File: src/rtl/pid_ctrl_pkg.sv
// Shared types and widths for the PID sample controller.
//   pid_state_e : sequencer states
//   SPD_W/OUT_W/DUTY_W : speed, PID result and PWM duty widths
//   sat_duty()  : clamps a 14-bit PID result into the 12-bit duty range
package pid_ctrl_pkg;
  localparam int SPD_W  = 12;
  localparam int OUT_W  = 14;
  localparam int DUTY_W = 12;
  localparam logic [DUTY_W-1:0] DUTY_MAX = 12'hFFF;

  typedef enum logic [2:0] {
    IDLE, START, CLR, WAIT_END, CAPTURE, COOLDOWN
  } pid_state_e;

  function automatic logic [DUTY_W-1:0] sat_duty(input logic [OUT_W-1:0] v);
    return (|v[OUT_W-1:DUTY_W]) ? DUTY_MAX : v[DUTY_W-1:0];
  endfunction
endpackage

File: src/rtl/enc_pulse_counter.sv
// Encoder pulse counter: synchronises enc_a, counts its rising edges in a
// saturating window counter and latches the count on each period tick.
//   clk, rst_n : clock, async active-low reset
//   enc_a      : asynchronous encoder input
//   tick       : period terminal-count pulse
//   spd        : edge count of the last complete window
module enc_pulse_counter
  import pid_ctrl_pkg::*;
(
  input  logic             clk,
  input  logic             rst_n,
  input  logic             enc_a,
  input  logic             tick,
  output logic [SPD_W-1:0] spd
);
  // [0],[1] form the synchroniser, [2] is the delayed copy for edge detect
  logic [2:0]       sync_q;
  logic [SPD_W-1:0] win_cnt;
  logic             rise;

  assign rise = sync_q[1] & ~sync_q[2];

  always_ff @(posedge clk or negedge rst_n) begin
    if (!rst_n) begin
      sync_q  <= '0;
      win_cnt <= '0;
      spd     <= '0;
    end else begin
      sync_q <= {sync_q[1:0], enc_a};
      if (tick) begin
        spd     <= win_cnt;
        // an edge landing on the tick belongs to the new window
        win_cnt <= rise ? SPD_W'(1) : '0;
      end else if (rise && win_cnt != '1) begin
        win_cnt <= win_cnt + SPD_W'(1);
      end
    end
  end
endmodule

File: src/rtl/pid_sample_ctrl.sv
// Initiator side of the PID core handshake. Every control period it latches
// the encoder speed, starts the PID core, waits for PID_end and captures the
// saturated result as the PWM duty. Integrator preloads (clr_req) are
// sequenced through PID_clr, deferred while a transaction is in flight.
// Optional: define PID_DUTY_RAMP_EN to limit each duty update to MAX_STEP.
//   clk, rst_n            : clock, async active-low reset
//   enc_a                 : asynchronous encoder pulses
//   rt_set                : speed setpoint
//   clr_req, ins_data     : preload request and value
//   PID_end, PID_out      : PID core done flag and result
//   PID_start, PID_clr    : PID core start / clear strobes
//   PID_rt, PID_yt        : setpoint and measured speed to the core
//   PID_insdata           : preload value to the core
//   duty, duty_vld        : PWM duty and its update strobe
//   busy                  : sequencer not idle
//   timeout_err, overrun_err : sticky errors, cleared by clr_req
module pid_sample_ctrl
  import pid_ctrl_pkg::*;
#(
  parameter int PERIOD_CYC  = 50000,
  parameter int TIMEOUT_CYC = 64,
  parameter int MAX_STEP    = 64
) (
  input  logic              clk,
  input  logic              rst_n,
  input  logic              enc_a,
  input  logic [SPD_W-1:0]  rt_set,
  input  logic              clr_req,
  input  logic [SPD_W-1:0]  ins_data,
  input  logic              PID_end,
  input  logic [OUT_W-1:0]  PID_out,
  output logic              PID_start,
  output logic              PID_clr,
  output logic [SPD_W-1:0]  PID_rt,
  output logic [SPD_W-1:0]  PID_yt,
  output logic [SPD_W-1:0]  PID_insdata,
  output logic [DUTY_W-1:0] duty,
  output logic              duty_vld,
  output logic              busy,
  output logic              timeout_err,
  output logic              overrun_err
);
  localparam int PW = $clog2(PERIOD_CYC);
  localparam int TW = (TIMEOUT_CYC > 1) ? $clog2(TIMEOUT_CYC) : 1;
  localparam int DW1 = DUTY_W + 1;

  pid_state_e        state;
  logic [PW-1:0]     per_cnt;
  logic              tick;
  logic [TW-1:0]     tmo_cnt;
  logic              clr_ph;     // second PID_clr cycle
  logic              clr_pend;
  logic [SPD_W-1:0]  ins_pend;
  logic              pid_end_d;
  logic [DUTY_W-1:0] duty_tgt, duty_nxt;

  assign tick = (per_cnt == PW'(PERIOD_CYC - 1));
  assign busy = (state != IDLE);

  always_ff @(posedge clk or negedge rst_n) begin
    if (!rst_n) per_cnt <= '0;
    else        per_cnt <= tick ? '0 : per_cnt + PW'(1);
  end

  enc_pulse_counter u_enc (
    .clk   (clk),
    .rst_n (rst_n),
    .enc_a (enc_a),
    .tick  (tick),
    .spd   (PID_yt)
  );

  assign duty_tgt = sat_duty(PID_out);

`ifdef PID_DUTY_RAMP_EN
  localparam logic [DUTY_W:0] STEP = DW1'(MAX_STEP);
  logic [DUTY_W:0] up_lim;
  always_comb begin
    up_lim = {1'b0, duty} + STEP;
    if ({1'b0, duty_tgt} > up_lim)
      duty_nxt = up_lim[DUTY_W-1:0];
    else if ({1'b0, duty_tgt} + STEP < {1'b0, duty})
      duty_nxt = duty - STEP[DUTY_W-1:0];
    else
      duty_nxt = duty_tgt;
  end
`else
  assign duty_nxt = duty_tgt;
`endif

  always_ff @(posedge clk or negedge rst_n) begin
    if (!rst_n) begin
      state       <= IDLE;
      tmo_cnt     <= '0;
      clr_ph      <= 1'b0;
      clr_pend    <= 1'b0;
      ins_pend    <= '0;
      pid_end_d   <= 1'b0;
      PID_start   <= 1'b0;
      PID_clr     <= 1'b0;
      PID_rt      <= '0;
      PID_insdata <= '0;
      duty        <= '0;
      duty_vld    <= 1'b0;
      timeout_err <= 1'b0;
      overrun_err <= 1'b0;
    end else begin
      pid_end_d <= PID_end;
      PID_start <= 1'b0;
      duty_vld  <= 1'b0;

      // clear first so an error raised in the same cycle survives
      if (clr_req) begin
        timeout_err <= 1'b0;
        overrun_err <= 1'b0;
      end
      if (state != IDLE) begin
        if (tick) overrun_err <= 1'b1;
        if (clr_req) begin
          clr_pend <= 1'b1;
          ins_pend <= ins_data;
        end
      end

      case (state)
        IDLE: begin
          if (clr_pend || clr_req) begin
            state       <= CLR;
            PID_clr     <= 1'b1;
            clr_ph      <= 1'b0;
            clr_pend    <= 1'b0;
            PID_insdata <= clr_req ? ins_data : ins_pend;
            if (tick) overrun_err <= 1'b1;  // tick lost to the clear
          end else if (tick) begin
            PID_rt <= rt_set;
            if (!PID_end) state <= START;
          end
        end
        START: begin
          PID_start <= 1'b1;
          tmo_cnt   <= '0;
          state     <= WAIT_END;
        end
        CLR: begin
          if (clr_ph) begin
            PID_clr <= 1'b0;
            tmo_cnt <= '0;
            state   <= WAIT_END;
          end else begin
            clr_ph <= 1'b1;
          end
        end
        WAIT_END: begin
          tmo_cnt <= tmo_cnt + TW'(1);
          if (PID_end && !pid_end_d) begin
            state <= CAPTURE;
          end else if (tmo_cnt == TW'(TIMEOUT_CYC - 1)) begin
            // TIMEOUT_CYC cycles spent here without a PID_end edge
            timeout_err <= 1'b1;
            state       <= COOLDOWN;
          end
        end
        CAPTURE: begin
          duty     <= duty_nxt;
          duty_vld <= 1'b1;
          state    <= COOLDOWN;
        end
        COOLDOWN: begin
          // PID_end stays high through the core's output hold
          if (!PID_end) state <= IDLE;
        end
        default: state <= IDLE;
      endcase
    end
  end
endmodule

File: config.mk
export PLATFORM = sky130hd
export DESIGN_NAME = pid_sample_ctrl
export DESIGN_NICKNAME = d
export VERILOG_FILES = /design/src/rtl/pid_ctrl_pkg.sv /design/src/rtl/enc_pulse_counter.sv /design/src/rtl/pid_sample_ctrl.sv
export SDC_FILE = /design/constraint.sdc
export NUM_CORES = 1
export LEC_CHECK = 0
export CAP_MARGIN = 20
export CORE_MARGIN = 2
export CORE_UTILIZATION = 40
export CTS_BUF_LIST = sky130_fd_sc_hd__clkbuf_8
export CTS_CLUSTER_DIAMETER = 50
export DETAILED_ROUTE_END_ITERATION = 12
export HOLD_SLACK_MARGIN = 0.03
export PLACE_DENSITY_LB_ADDON = 0.25
export SYNTH_ARGS = -nofsm -noshare
export SYNTH_HDL_FRONTEND = slang
export SYNTH_HIERARCHICAL = 1
export SYNTH_SLANG_ARGS = --single-unit
File: constraint.sdc
create_clock -name clk -period 2.6 [get_ports clk]
set_input_delay 0.65 -clock clk [delete_from_list [all_inputs] [get_ports clk]]
set_output_delay 0.65 -clock clk [all_outputs]
set_load 0.05 [all_outputs]
==> run summary, run 1 <==
The run finished, with violations left. The final reports fail on DRC. The die covers 0.0128 sq mm. The post-synthesis cell type count is 56.

The library cells used most frequently in the layout, excluding fill and tap cells, are sky130_fd_sc_hd__dfrtp_1 (108), sky130_fd_sc_hd__clkdlybuf4s50_1 (94), sky130_fd_sc_hd__nor2_1 (43). The critical path's largest stage delay is 0.44 ns. The biggest fanout along the worst timing path came out at 3. The leakage power came out at 0.00267 uW. The post-placement setup slack came out at 0.136 ns. The die is 113 microns wide.

The total of warnings raised by yosys came out at 6. The longest clock path from root to sink contains 2 buffers. The minimum clock period is 2.32 ns. The register cell area after layout is 0.00270 sq mm. The area of the core region is 0.0115 sq mm. Power spread over the standard cell area amounts to 817 mW/mm^2.

The largest net degree at the start of global routing is 39. The via count of the first global-routing pass came out at 3468. The reported max-cap violation count is 0.

The largest individual stage delay along the critical path comes from the cell sky130_fd_sc_hd__dlygate4sd2_1. The actual slew at the worst max-slew pin is 0.537 ns. For the worst flop-to-flop path, the logic depth is 5.

The initial utilization of the core area, before any placement, comes to 41.3%. STA puts the critical path data arrival time at 1.67 ns. Counting flops and latches in the post-synthesis netlist gives 108. The count of H-tree levels built during CTS is 3. The destination of the worst register-to-register timing path is PID_rt[1]. The required time of the critical path came out at 1.95 ns. After the first detailed-routing iteration, the DRC count stood at 190. After detailed placement, the design holds a cell count of 649. For this run, the register share of the synthesized area comes to 56.8%.

The worst hold path belongs to the class input pin to async pin. The number of post-CTS setup repair buffers came out at 0. The slack of the worst reg-to-reg path is 0.57 ns. Clock tree synthesis inserted a total of 9 buffers. The worst pin sits at a relative slew slack of 64.1%. The final antenna diode count is 0.

The clock drives 108 sinks. The vertical die dimension is 113 microns. The number of remaining DRC errors is 12. The fraction of final layout cells sized beyond drive strength 1 came out at 14.6%. The TritonCTS clock tree is built.

The final max-slew violation count came out at 0. The fraction of registers with async set or reset after synthesis came out at 100%. From synthesis to final layout, the design area changed by 27.8%.

STA classifies the critical path endpoint as a primary output. The slack of the critical path came out at 0.281 ns. The vias per cell is 5.15. The total overflow left after global routing is 0.

The synthesized instance count is 418. By startpoint and endpoint, the worst setup path is classified as flop to primary output. For the worst-skew pair, the clock arrives at the later sink with an insertion delay of 0.38 ns.

The worst ir drop on vdd came out at 449 uV. The initial antenna violation count is 0. Excluding fillers, the count of instances in the completed layout stands at 665. Walking the worst path, the cells encountered are nor3_1 > inv_1 > dlygate4sd2_1.

Across all layers, the routed design uses 3423 vias. The layout has 995 filler cells. The final hold slack is 0.180 ns. Summing every instance area after synthesis gives 0.00476 sq mm. After detailed routing, the average wire length per cell comes to 15.0 microns. The global router's overall resource usage is 16.5%.

Among all flip-flop cells after synthesis, the most frequent one is sky130_fd_sc_hd__dfrtp_1. The fmax is 0.431 GHz. The buffer cell driving the clock tree root is sky130_fd_sc_hd__clkbuf_8. The first detailed-routing pass took 8 iterations. STA classifies the critical path startpoint as a flop.

The critical register-to-register path startpoint is per_cnt[0]. The total count of hold-check failures in the final report is 0. Counting flops with a built-in enable in the synthesized netlist gives 0. The most common cell after layout, fill and taps aside is sky130_fd_sc_hd__dfrtp_1. The number of nets in the synthesized netlist is 464.

The row count is 39. The clock skew came out at 0.0126 ns. The post-detailed-route count of antenna-violating nets came out at 0. The combined area of the multi-input logic cells came out at 0.00192 sq mm. The first-pass GRT wire length came out at 17000 microns. The clock-pin transition on the worst setup and hold timing paths came out at 0.10 ns. The count of input and output buffers came out at 96. The accumulated negative setup slack is 0 ns.

Routability-driven placement finished with a final weighted congestion of 0.817. Setup repair after global routing left no endpoint under its margin. The wire length reported by the detailed router came out at 9950 microns. The count of endpoints failing setup in the final report is 0.

The number of I/O pins came out at 97. The net count of the finished layout is 563. The HPWL after detailed placement is 7010 microns.

After synthesis, the mean cell area works out to 11.4 sq um. The share of the clock period used by the worst path is 89.2%.
Yosys cell counts, types with 6 or more instances:
library cell	number	area, sq um
sky130_fd_sc_hd__a21oi_1	23	115
sky130_fd_sc_hd__and3_1	7	43.8
sky130_fd_sc_hd__clkbuf_1	11	41.3
sky130_fd_sc_hd__dfrtp_1	108	2700
sky130_fd_sc_hd__inv_1	6	22.5
sky130_fd_sc_hd__mux2_2	28	315
sky130_fd_sc_hd__mux2_4	10	150
sky130_fd_sc_hd__mux2i_1	13	130
sky130_fd_sc_hd__nand2_1	38	143
sky130_fd_sc_hd__nand3_1	7	35.0
sky130_fd_sc_hd__nor2_1	43	161
sky130_fd_sc_hd__nor2b_1	7	43.8
sky130_fd_sc_hd__nor3_1	6	30.0
sky130_fd_sc_hd__o21ai_0	26	130
sky130_fd_sc_hd__xnor2_1	7	61.3
sky130_fd_sc_hd__xor2_1	6	52.6
report_power, final:
group          switching [uW]  total (uW)  internal (uW)
Sequential                193        2170           1980
Clock                     571        1010            442
Combinational            1130        1780            652
Total                    1890        4960           3070
kinds of logic (layout without fill, tap and decap cells):
kind of cell	count (synthesis)	in the layout	share of synthesized area (%)
muxes	51	51	12.5
xor gates and xnor gates	13	13	2.39
buffers and inverters	26	130	2.76
adders and majority gates	3	3	0.789
AOI/OAI and AO/OA	71	71	8.89
DFF	108	108	56.8
and+or+nand+nor	146	146	15.8
area by class of cell:
type	count	area share (%)
Inverter	6	0.371
Tap cell	143	2.94
Multi-Input combinational cell	284	31.6
Clock buffer	9	2.04
Timing Repair Buffer	108	17.4
Sequential cell	108	44.5
Clock inverter	7	1.09
critical path: cells and delay by family (launching register included):
kind,cells,cell delay [ns]
buffers and inverters,2,0.57
flip-flops,1,0.39
AND/OR/NAND/NOR,1,0.32
worst max path at each step:
stage / slack [ns] / end / depth (start not counted) / from
finish: 0.28 / busy / 3 / state[2]
global route: 0.14 / busy / 3 / state[2]
CTS: 0.25 / busy / 3 / state[2]
detailed placement: 0.14 / PID_rt[1] / 5 / clr_req
global placement: 0.19 / PID_rt[0] / 5 / clr_req
floorplan: 0.32 / u_enc/spd[10] / 7 / per_cnt[0]
repair_timing:
action / CTS / global route
hold buffers: 0 / 0
setup endpoints to repair: 1 / 0
gates resized for setup: 1 / 0
state kept, by name (all words and copies together), names as in the netlist:
register and count:
u_enc/win_cnt 12, duty 12, PID_rt 12, pid_end_d 1
duty_vld 1, overrun_err 1, PID_clr 1, u_enc/spd 12
PID_start 1, ins_pend 12, state 3, PID_insdata 12
clr_pend 1, timeout_err 1, clr_ph 1, per_cnt 16
u_enc/sync_q 3, tmo_cnt 6
per-layer routing:
metal  share of wire, %  track usage, %  vias up  wire (microns)
met1                 48            23.1     1650            4740
li1                   -               -     1660               -
met3                6.5            4.02       20             649
met4                2.3            7.24        0             231
met2                 43            24.5       93            4330
met5                  0               0        -               0
through the flow:
step / power, uW / instance area [sq um] / utilization [%]
3_5_place_dp: 4000 / 5890 / 51.1
5_1_grt: 5270 / 6080 / 52.8
2_1_floorplan: 3360 / 4760 / -
4_1_cts: 5020 / 6080 / 52.8
3_3_place_gp: 3950 / 5890 / 51.1
6_report: 4960 / 6080 / 52.8
Note: power is estimated with default switching activity, not from simulation.
==> run 2, diff against run 1 <==
Settings changed: PLACE_DENSITY set to 0.7, PLACE_DENSITY_LB_ADDON 0.25 to not set.
==> run 2 against run 1 <==
Combinational power is essentially flat. Total power grew 1.6%. Cell area grew 0.49%. Core utilization grew 0.26 points. Cell count is the same. Die area is the same. Via count shrank 0.29%. Critical path depth is the same. Highest routed layer unchanged. The flow still finishes with violations (DRC). Clock power grew 5%. Sequential power is essentially flat. Hold slack lost 0.00086 ns.
==> run summary, run 2 (synthesis gave the netlist of run 1 again) <==
The wire length reported by the detailed router came out at 9670 microns (-2.8%). The first-pass GRT wire length is 16700 microns (-1.9%). The min-delay analysis places its worst path in the category input pin to async pin.

The buffer and inverter count on the worst path is 2 (unchanged). The area of the core region is 0.0115 sq mm (unchanged). The vertical die dimension came to 113 microns (unchanged). The total count of hold-check failures in the final report is 0 (unchanged). The net count of the finished layout is 563 (unchanged). The largest net degree at the start of global routing is 41 (+5.1%). The final reports fail on DRC. The number of post-CTS setup repair buffers is 0 (unchanged). The share of power burned in combinational logic is 35.9% (about the same). The number of detailed-routing iterations run before antenna repair is 8 (unchanged).

The actual slew at the worst max-slew pin is 0.534 ns (-0.00252 ns). The required time of the critical path came out at 1.95 ns (about the same). The starting density of the core came out at 41.3% (unchanged). The count of H-tree levels built during CTS is 3 (unchanged). The number of buffers added by the clock tree synthesis step is 9 (unchanged). The clock skew came out at 0.00576 ns (-0.00686 ns).

The fraction of power consumed by the clock network is 20.9% (+0.5 points). The hold buffer count at CTS is 0 (unchanged). The total internal power was 3120 uW (+1.6%).

The slack of the critical path was 0.297 ns (+0.0159 ns). The initial antenna violation count is 0 (unchanged). The switching part of the total came out at 38.1% (about the same). The die outline area came out at 0.0128 sq mm (unchanged). The final antenna diode count was 0 (unchanged). The leakage power is 0.00268 uW (+0.54%). The number of flip-flops in the largest register is 16 (unchanged).

The final global-route overflow total came to 0 (unchanged). The fraction of final layout cells sized beyond drive strength 1 came out at 14.6% (unchanged). The routed wirelength normalized by instance count was 14.5 microns (-2.8%). The number of clock sinks seen by CTS was 108 (unchanged).

The final RePlAce weighted congestion is 0.831 (+1.7%). The later-pin clock latency in the skew report is 0.37 ns (about the same). The fill cell total of the finished layout came out at 1011 (+1.6%). The share of the clock period used by the worst path came out at 88.6% (-0.61 points). The count of input and output buffers is 96 (unchanged). The reported max-cap violation count is 0 (unchanged). The biggest fanout along the worst timing path came out at 3 (unchanged).

The vias per cell came out at 5.13 (-0.29%). The net switching component of the power is 1920 uW (+1.5%). The post-detailed-route count of antenna-violating nets is 0 (unchanged). Compared with the post-synthesis result, the final layout area differs by 28.4%. The floorplan die width came out at 113 microns (unchanged). The number of instances resized during post-cts repair came to 1 (unchanged). The data arrival time of the worst path was 1.65 ns (-0.02 ns). The library cells used most frequently in the layout, excluding fill and tap cells, are sky130_fd_sc_hd__dfrtp_1 (108), sky130_fd_sc_hd__clkdlybuf4s50_1 (94), sky130_fd_sc_hd__nor2_1 (43). The library cell used most frequently in the layout, excluding fill and tap cells, is sky130_fd_sc_hd__dfrtp_1. The share of total power in sequential cells is 43.2% (-0.5 points). The run finished, with violations left. Setup repair after global routing left no endpoint under its margin.

The kind of start point of the critical path is a flop. The largest register by flop count is per_cnt. The number of I/O pins is 97 (unchanged). The worst setup path is captured at a primary output. Traced cell by cell, the critical path runs through nor3_1 > inv_1 > dlygate4sd2_1. TritonCTS built the clock tree. The post-detailed-placement half-perimeter wirelength is 7010 microns (about the same). The worst ir drop on vdd was 824 uV (+84%). The accumulated negative setup slack is 0 ns (unchanged).

In this design, the largest share of critical-path delay is due to buffers and inverters. The row count is 39 (unchanged). The clock-pin transition on the worst setup and hold timing paths is 0.10 ns (about the same). The power density relative to cell area came to 825 mW/mm^2 (+1.1%). The post-placement setup slack was 0.0927 ns (-0.0438 ns). The number of remaining DRC errors is 6 (-6). The final hold slack came out at 0.179 ns (-0.000859 ns).

The final max-slew violation count came out at 0 (unchanged). In this run the clock root is driven by a sky130_fd_sc_hd__clkbuf_8. The slowest stage of the critical path belongs to the cell sky130_fd_sc_hd__dlygate4sd2_1. The path type of the worst setup path is flop to primary output.

The minimum clock period came out at 2.30 ns (-0.0159 ns). The via count of the first global-routing pass came out at 3417 (-1.5%). The worst slew margin relative to its limit is 64.3% (+0.17 points).

The combined area of the multi-input logic cells is 0.00192 sq mm (unchanged). The global router's overall resource usage was 16.0% (-0.50 points). The register cell area after layout came out at 0.00270 sq mm (unchanged). The count of endpoints failing setup in the final report came to 0 (unchanged). The total power of the final layout came out at 5040 uW (+1.6%).

The critical path's largest stage delay came out at 0.44 ns (about the same). The fmax came out at 0.434 GHz (+0.69%). The number of vias in the routed layout is 3413 (-0.29%). The worst-case clock buffer depth came out at 2 (unchanged). The detailed router's first-iteration violation count is 171 (-10%).
==> run 2: power by group through the flow <==
stage / registers [uW] / clock network, uW / logic (uW)
floorplan: 2760 / 0 / 592
global placement: 2190 / 0 / 1780
detailed placement: 2200 / 0 / 1830
CTS: 2180 / 1100 / 1830
global route: 2220 / 1160 / 1940
finish: 2180 / 1060 / 1810
==> run 2: layout make-up <==
type	count	area share [%]
Clock inverter	6	1.15
Multi-Input combinational cell	284	31.5
Inverter	6	0.369
Clock buffer	10	2.25
Sequential cell	108	44.3
Tap cell	143	2.93
Timing Repair Buffer	108	17.6
==> run 2: worst reg2reg max path, stage by stage (launching register included) <==
cell and delay [ns]:
sky130_fd_sc_hd__dfrtp_1 0.39, sky130_fd_sc_hd__ha_1 0.21, sky130_fd_sc_hd__and3_1 0.21, sky130_fd_sc_hd__and4_1 0.41, sky130_fd_sc_hd__nand2_2 0.32, sky130_fd_sc_hd__mux2_4 0.39
==> run 2: final timing paths <==
check | startpoint | endpoint | slack (ns) | depth (start not counted)
worst max register to register | per_cnt[0] | PID_rt[3] | 0.57 | 5
min in group clk | u_enc/sync_q[0] | u_enc/sync_q[1] | 0.38 | 0
worst min-delay path | rst_n | u_enc/spd[1] | 0.18 | 1
worst max-delay path | state[2] | busy | 0.30 | 3
max in group asynchronous | rst_n | duty[8] | 1.77 | 2
worst min register to register | u_enc/sync_q[0] | u_enc/sync_q[1] | 0.38 | 0
==> run 2: metrics by stage <==
step	instances	instance area, sq um	utilization [%]
finish	665	6110	53.0
global route	665	6110	53.0
CTS	665	6110	53.0
detailed placement	649	5900	51.2
global placement	649	5900	51.2
floorplan	418	4760	-
==> run 2: metal layers <==
metal  wire (microns)  vias to the layer above  track usage (%)  part of all wire, %
li1                 -                     1670                -                    -
met1             4400                     1641             21.4                   46
met2             4420                       94             25.1                   46
met3              745                        8             5.57                  7.7
met4               99                        0             3.90                  1.0
met5                0                        -                0                    0
==> run 3, diff against run 2 <==
Settings changed: GPL_ROUTABILITY_DRIVEN set to 0.
==> results of run 3 <==
Same layout as run 2: the final DEF is identical, and so are final timing and power.
